[config.mk]
export PLATFORM = sky130hd
export DESIGN_NAME = control_scoreboard_id
export DESIGN_NICKNAME = d
export VERILOG_FILES = /design/src/rtl/control_scoreboard_id.sv
export SDC_FILE = /design/constraint.sdc
export NUM_CORES = 1
export LEC_CHECK = 0
export BUFFER_PORTS_ARGS = -buffer_cell sky130_fd_sc_hd__buf_2
export CAP_MARGIN = 5
export CORE_MARGIN = 2
export CORE_UTILIZATION = 30
export DETAILED_ROUTE_END_ITERATION = 10
export PLACE_DENSITY = 0.62
export SYNTH_ARGS = -nofsm -noshare
export SYNTH_HDL_FRONTEND = slang
export SYNTH_SLANG_ARGS = --single-unit
[constraint.sdc]
create_clock -name clock -period 6.9 [get_ports clock]
set_input_delay 0 -clock clock [delete_from_list [all_inputs] [get_ports clock]]
set_output_delay 0 -clock clock [all_outputs]
set_load 0.02 [all_outputs]
[src/rtl/control_scoreboard_id.sv]
// ID-stage scoreboard for multi-cycle (LU) results: stalls on load-use / RAW / WAW / full,
// and arbitrates the single regfile write port. Optional counters under SCOREBOARD_STATS_EN.
module control_scoreboard_id #(
   parameter int MAX_PENDING = 2,
   parameter int CNT_W       = 3
) (
   input  logic        clock,
   input  logic        reset,
   input  logic        id_valid,
   input  logic [4:0]  id_rs1,
   input  logic [4:0]  id_rs2,
   input  logic        id_uses_rs1,
   input  logic        id_uses_rs2,
   input  logic [4:0]  id_rd,
   input  logic        id_regwrite,
   input  logic        id_is_long,
   input  logic        idex_memread,
   input  logic [4:0]  idex_rd,
   input  logic        flush,
   input  logic        memwb_regwrite,
   input  logic        lu_wb_valid,
   input  logic [4:0]  lu_wb_rd,
   output logic        lu_wb_ready,
   output logic        wb_sel_lu,
   output logic        stall,
   output logic [31:0] pending,
   output logic        busy
`ifdef SCOREBOARD_STATS_EN
   ,
   output logic [31:0] stall_cycles,
   output logic [31:0] lu_conflict_cycles
`endif
);

   logic [31:0]      pending_q;
   logic [31:0]      pending_d;
   logic [CNT_W-1:0] count_q;
   logic [CNT_W-1:0] count_d;

   logic rs1_live;
   logic rs2_live;
   logic load_use;
   logic raw;
   logic waw;
   logic full;
   logic issue;
   logic complete;

   // A source register only matters when it is actually read and is not x0.
   always_comb begin
      rs1_live = id_uses_rs1 && (id_rs1 != 5'd0);
      rs2_live = id_uses_rs2 && (id_rs2 != 5'd0);
      load_use = idex_memread && (idex_rd != 5'd0) &&
                 ((rs1_live && (idex_rd == id_rs1)) || (rs2_live && (idex_rd == id_rs2)));
      raw      = (rs1_live && pending_q[id_rs1]) || (rs2_live && pending_q[id_rs2]);
      waw      = id_regwrite && (id_rd != 5'd0) && pending_q[id_rd];
      full     = id_is_long && (count_q == CNT_W'(MAX_PENDING));
   end

   assign stall       = id_valid && !flush && (load_use || raw || waw || full);
   assign issue       = id_valid && id_is_long && !stall && !flush;
   assign lu_wb_ready = lu_wb_valid && !memwb_regwrite;
   assign wb_sel_lu   = lu_wb_ready;
   assign busy        = (count_q != '0);
   assign pending     = pending_q;

   // A spurious completion with nothing outstanding must not underflow the counter.
   assign complete = lu_wb_valid && lu_wb_ready && (count_q != '0);

   // Clear before set: the two can never hit the same bit because WAW stalls issue.
   always_comb begin
      pending_d = pending_q;
      if (complete) begin
         pending_d[lu_wb_rd] = 1'b0;
      end
      if (issue && (id_rd != 5'd0)) begin
         pending_d[id_rd] = 1'b1;
      end
      pending_d[0] = 1'b0;
   end

   always_comb begin
      count_d = count_q;
      case ({issue, complete})
         2'b10:   count_d = count_q + CNT_W'(1);
         2'b01:   count_d = count_q - CNT_W'(1);
         default: count_d = count_q;
      endcase
   end

   always_ff @(posedge clock or posedge reset) begin
      if (reset) begin
         pending_q <= '0;
         count_q   <= '0;
      end else begin
         pending_q <= pending_d;
         count_q   <= count_d;
      end
   end

`ifdef SCOREBOARD_STATS_EN
   // Free-running event counters; wrap naturally at 2^32.
   always_ff @(posedge clock or posedge reset) begin
      if (reset) begin
         stall_cycles       <= '0;
         lu_conflict_cycles <= '0;
      end else begin
         if (stall) begin
            stall_cycles <= stall_cycles + 32'd1;
         end
         if (lu_wb_valid && memwb_regwrite) begin
            lu_conflict_cycles <= lu_conflict_cycles + 32'd1;
         end
      end
   end
`endif

endmodule

## Yosys cells after proc, flatten, opt, wreduce, memory -nomap -nowiden

Cells that the tools add are included.

- Flip-flop bits (word level): 34
- Input bits: 36
- Output and inout bits: 36
- Logic and storage cells: 67

- Add/subtract/negate cells: 2
- Order comparisons: 6
- Equal/unequal tests: 5
- Multiplexer cells: 13
- Bitwise operators: 3
- Reductions and logical operators: 36

Operators by type and width:

| kind | number |
|---|---|
| $mux 32 | 2 |
| $and 32x32->32 | 1 |
| $not 32->32 | 1 |
| $or 32x32->32 | 1 |
| $lt 5x6->1 const B | 4 |
| $logic_and 1x1->1 | 22 |
| $reduce_bool 5->1 | 4 |
| $bmux 1 s5 | 3 |
| $demux 1 s5 | 2 |
| $eq 5x5->1 | 2 |
| $ge 5x1->1 const B | 2 |
| $pmux 3 s2 | 1 |
| $logic_or 1x1->1 | 5 |
| $mux 1 | 5 |
| $add 3x1->3 const B | 1 |
| $eq 3x2->1 const B | 1 |
| $logic_not 1->1 | 3 |
| $reduce_bool 3->1 | 1 |
| $sub 3x1->3 const B | 1 |
| $eq 2x1->1 const B | 1 |
| $eq 2x2->1 const B | 1 |
| $reduce_bool 2->1 | 1 |

## Logic depth before layout (Yosys ltp)

- Depth after elaboration: 14
- Gate-level depth with buffers: 14

## Least setup slack after synthesis

No wires, ideal clock.

- Path type: register to register
- Start: reg pending_q[7], in the netlist pending[7]
- End: reg count_q[2]
- Library setup time: 125 ps
- Data arrival time: 2771 ps
- Data required time: 6775 ps
- Setup slack: 4004 ps
- Stages on the path, launching flop included: 13
- Buffers on the path: 1
- Path through: dfrtp_1 > mux4_2 > nor2b_1 > nor3_1 > o32ai_1 > clkbuf_1 > nand3_1 > ha_1 > inv_1 > fa_1 > xor2_1 > nor2_1 > xor2_1

- Word-level cells in the longest chain between the ends: 13

RTL lines:

| item | line | RTL |
|---|---|---|
| from (decl) | 35 | `logic [31:0] pending_q;` |
| from (signal assigned) | 96 | `pending_q <= pending_d;` |
| $bmux 1 s5 | 55 | `raw = (rs1_live && pending_q[id_rs1]) \|\| (rs2_live && pending_q[id_rs2]);` |
| $mux 1 (not written as such) | 55 |  |
| $logic_and 1x1->1 | 55 |  |
| $logic_or 1x1->1 | 55 |  |
| $logic_or 1x1->1 | 60 | `assign stall = id_valid && !flush && (load_use \|\| raw \|\| waw \|\| full);` |
| $logic_or 1x1->1 * (2 in a row) | 60 |  |
| $logic_and 1x1->1 * | 60 |  |
| $logic_not 1->1 * | 61 | `assign issue = id_valid && id_is_long && !stall && !flush;` |
| $logic_and 1x1->1 * (2 in a row) | 61 |  |
| $eq 2x1->1 or $eq 2x2->1 (tied branches) | 84 | `case ({issue, complete})` |
| $pmux 3 s2 or $reduce_bool 2->1 (tied branches) | n/a |  |
| to (signal assigned) | 97 | `count_q <= count_d;` |
| to (decl) | 37 | `logic [CNT_W-1:0] count_q;` |

Mark *: on every way between the ends. The rest lies on a longest branch, timed or not. The select of a mux whose other input is x is not followed.
A chain may end at the register's enable or synchronous reset.

## Worst setup path after layout

- Start: reg pending_q[15], in the netlist pending[15]
- End: reg count_q[2]

The elaborated chain is that of the path after synthesis.

==> results summary <==
The flow ran to the end, and the final reports show no timing, DRC or antenna violations. The multi-input logic area came out at 0.00177 mm2. The number of distinct standard cells referenced by the synthesized netlist came out at 43.

Traced cell by cell, the critical path runs through mux4_2, mux2i_1, mux2i_1, o211a_1, nor4_1, nand3_1, ha_1, inv_1, fa_1, xor2_1, nor2_1, xor2_1. The top-level port count came out at 72. After the flow finishes, the layout carries non-filler instances totaling 477.

In this run the number of H-tree levels came out at 2. The post-route cell area is 0.00325 mm2. Across the VDD grid, the largest voltage drop is 0.0000945 V. Counting flops and latches in the post-synthesis netlist gives 34. The die area came out at 0.00991 mm2.

The synthesized area is 0.00274 mm2. The core outline area is 0.00881 mm2. The post-route worst hold slack came out at 0.199 ns.

The total count of hold-check failures in the final report came out at 0. By area the synthesized netlist is led by sky130_fd_sc_hd__dfrtp_1 31%, sky130_fd_sc_hd__mux4_2 12%, sky130_fd_sc_hd__mux2i_1 7.3%. The worst setup path is launched from a register. The static leakage power is 1.39 nW. The share of synthesized registers carrying an async set or reset came out at 1.00. The number of setup violations in the final report came out at 0.

Timing would allow up to 343 MHz. The cell at the slowest stage of the critical path is sky130_fd_sc_hd__mux4_2. The via count of the first global-routing pass came out at 2,724. The Yosys warning count came out at 0. The share of the Yosys chip area taken by registers is 0.311. The tree is rooted in a sky130_fd_sc_hd__clkbuf_8. The post-route total power is 0.697 mW.

In this design, the largest share of critical-path delay is due to multiplexers. For this run, the total global-route usage over all layers was measured as 0.186. For this run, the slowest stage of the critical path takes 0.49 ns. The max-slew violation count was 0.

The library cell used most frequently in the layout, excluding fill and tap cells, is sky130_fd_sc_hd__buf_2. The post-detailed-placement cell area came out at 0.00315 mm2. The area fraction of the dominant cell type after synthesis is 0.311. Row generation in the floorplan step produced 34 rows. The final clock skew is 0.00825 ns. Once the clock tree was built, the setup fixing pass inserted 0 buffers. The average detailed-routed wire length per instance is 19.4 um. In the synthesized netlist the dominant register cell turns out to be sky130_fd_sc_hd__dfrtp_1. At the pin with the least slew margin, the transition time is 0.833 ns. The worst setup path is captured at a register. The initial cell density of the core came out at 0.311.

The path category of the worst min-delay check is primary input to register. In this run, the number of DRC markers left after iteration 0 of detailed routing was 350. The setup slack after layout is 3.98 ns. In the final layout, the share of cells above drive strength 1 is 0.279. The area taken by flip-flops and latches is 851 um2. The first global-routing pass estimated 14,700 um of wire. The number of standard cells after synthesis came out at 310. The per-cell via count in the routed design is 5.82. sky130_fd_sc_hd__dfrtp_1 takes more of the synthesized area than any other cell. The pin count of the biggest net entering global routing is 35. OpenSTA, run right after detailed placement, puts the worst setup slack at 3.98 ns. In the final design database the tool counted 406 nets. The power per unit of standard cell area came out at 214 mW/mm2. The arrival time reported for the critical path endpoint is 3.09 ns. In the layout the commonest cells are 70 x sky130_fd_sc_hd__buf_2, 40 x sky130_fd_sc_hd__nand3_1, 34 x sky130_fd_sc_hd__dfrtp_1. The worst-case clock buffer depth is 2. For this block, the routed nets add up to 9280 um of wire.

After layout, the minimum clock period comes to 2.92 ns. The initial antenna violation count is 0. The path type of the worst setup path is register to register. The remaining global-route overflow came out at 0.

Setup repair after global routing left no endpoint under its margin. The horizontal extent of the die is 99.6 um. The repair_antennas step left the layout with diodes totalling 0.

The post-detailed-route count of antenna-violating nets came out at 0. The global placement routability congestion is 0.967. The synthesized net count came out at 348. The detailed-route via count is 2,778. Clock latency on the worst-skew pair, taken at its later pin, is 0.29 ns. The worst-path maximum fanout is 5. After clock tree synthesis, the clock-pin slew on the worst setup and hold paths is 0.07 ns.

Setup total negative slack on the finished layout was measured at 0 ns. The required time at the worst-slack endpoint came out at 7.07 ns. The number of fill cells in the layout is 881. The number of iterations in the first detailed-routing pass came out at 5.

The share of the cycle needed by the critical path after routing is 0.423. The number of clock buffers inserted by TritonCTS came out at 5. The die is 99.6 um tall.

The average size of a mapped cell came out at 8.84 um2. The TritonCTS clock tree is done. The number of sinks handled by clock tree synthesis came out at 34. The sum of buffers and inverters on the critical path came out at 1.

The relative slew slack came out at 0.444. The post-route core utilization is 0.369. The area growth from synthesis to final layout came out at 18.6%. Across the run, the number of max-cap violations was 0.

Yosys mapped a number of flops with a built-in enable equal to 0. The half-perimeter wire length after placement is 6880 um. For this run, design rule violations remaining after detail routing come to 0. The count of placed standard cells including taps is 468. The number of buffers inserted by port buffering is 70.
[where the power goes]
group | internal [mW] | switching, mW | total (mW)
registers | 0.234 | 0.0500 | 0.284
logic | 0.104 | 0.156 | 0.259
clock network | 0.0805 | 0.0727 | 0.153
[worst reg2reg max path, stage by stage (launching register included)]
cell and delay, ns:
sky130_fd_sc_hd__dfrtp_1 0.46, sky130_fd_sc_hd__mux4_2 0.49, sky130_fd_sc_hd__mux2i_1 0.15, sky130_fd_sc_hd__mux2i_1 0.11
sky130_fd_sc_hd__o211a_1 0.26, sky130_fd_sc_hd__nor4_1 0.37, sky130_fd_sc_hd__nand3_1 0.13, sky130_fd_sc_hd__ha_1 0.22
sky130_fd_sc_hd__inv_1 0.07, sky130_fd_sc_hd__fa_1 0.18, sky130_fd_sc_hd__xor2_1 0.15, sky130_fd_sc_hd__nor2_1 0.06
sky130_fd_sc_hd__xor2_1 0.14
[logic make-up (layout without fill, tap and decap cells)]
kind of cell,after synthesis,in the layout,share of synthesized area
XOR/XNOR,13,13,0.0416
AND/OR/NAND/NOR,111,111,0.216
adder cells (fa/ha/maj),2,2,0.0119
AO/OA/AOI/OAI,80,80,0.159
multiplexers,40,40,0.213
flip-flops,34,34,0.311
other,1,1,0.00137
buffers and inverters,29,88,0.0461
[layout make-up]
type,count,share of cell area
Multi-Input combinational cell,247,0.545
Tap cell,108,0.0416
Sequential cell,34,0.262
Clock inverter,1,0.00154
Timing Repair Buffer,73,0.116
Clock buffer,7,0.0266
Inverter,7,0.00809
[path summary, 6_finish.rpt]
check / from / end / slack [ns] / cells after the start
max: pending[15] / count_q[2] / 3.98 / 12
min: id_rd[4] / pending[9] / 0.20 / 4
max reg2reg: pending[15] / count_q[2] / 3.98 / 12
min reg2reg: count_q[2] / count_q[2] / 0.50 / 1
max in group asynchronous: reset / count_q[2] / 6.24 / 4
min in group asynchronous: reset / pending[15] / 0.34 / 4
[synthesized netlist by cell type, types with 2 or more instances]
cell type,n
sky130_fd_sc_hd__buf_2,8
sky130_fd_sc_hd__or4_1,5
sky130_fd_sc_hd__dfrtp_1,34
sky130_fd_sc_hd__inv_1,7
sky130_fd_sc_hd__or3b_2,2
sky130_fd_sc_hd__nor3b_1,4
sky130_fd_sc_hd__xnor2_1,5
sky130_fd_sc_hd__nor4_1,6
sky130_fd_sc_hd__a21oi_1,3
sky130_fd_sc_hd__mux4_2,14
sky130_fd_sc_hd__nand3_1,40
sky130_fd_sc_hd__nor2_1,14
sky130_fd_sc_hd__nor2b_1,5
sky130_fd_sc_hd__buf_4,2
sky130_fd_sc_hd__o21ai_1,32
sky130_fd_sc_hd__nor3_1,5
sky130_fd_sc_hd__nand2b_1,3
sky130_fd_sc_hd__mux2_2,5
sky130_fd_sc_hd__nand2_1,16
sky130_fd_sc_hd__xor2_1,8
sky130_fd_sc_hd__mux2i_1,20
sky130_fd_sc_hd__o21ai_0,33
sky130_fd_sc_hd__or3_1,4
sky130_fd_sc_hd__nand3b_1,4
sky130_fd_sc_hd__a21boi_0,2
sky130_fd_sc_hd__clkbuf_1,11
sky130_fd_sc_hd__a31oi_1,2
[registers in the layout, indices dropped and copies added, names as in the netlist]
signal,cells
count_q,3
pending,31
[what timing repair did]
action                    4_1_cts  5_1_grt
hold endpoints to repair       34        0
hold buffers                    1        0
gates resized for setup         0        0
[per-layer routing]
| layer | wire (um) | up-vias | track usage |
|---|---|---|---|
| met1 | 4250 | 1342 | 0.281 |
| met5 | 0 | - | 0 |
| met2 | 4070 | 142 | 0.283 |
| met3 | 808 | 18 | 0.0274 |
| met4 | 143 | 0 | 0.0411 |
| li1 | - | 1276 | - |
Note: power is estimated with default switching activity, not from simulation.
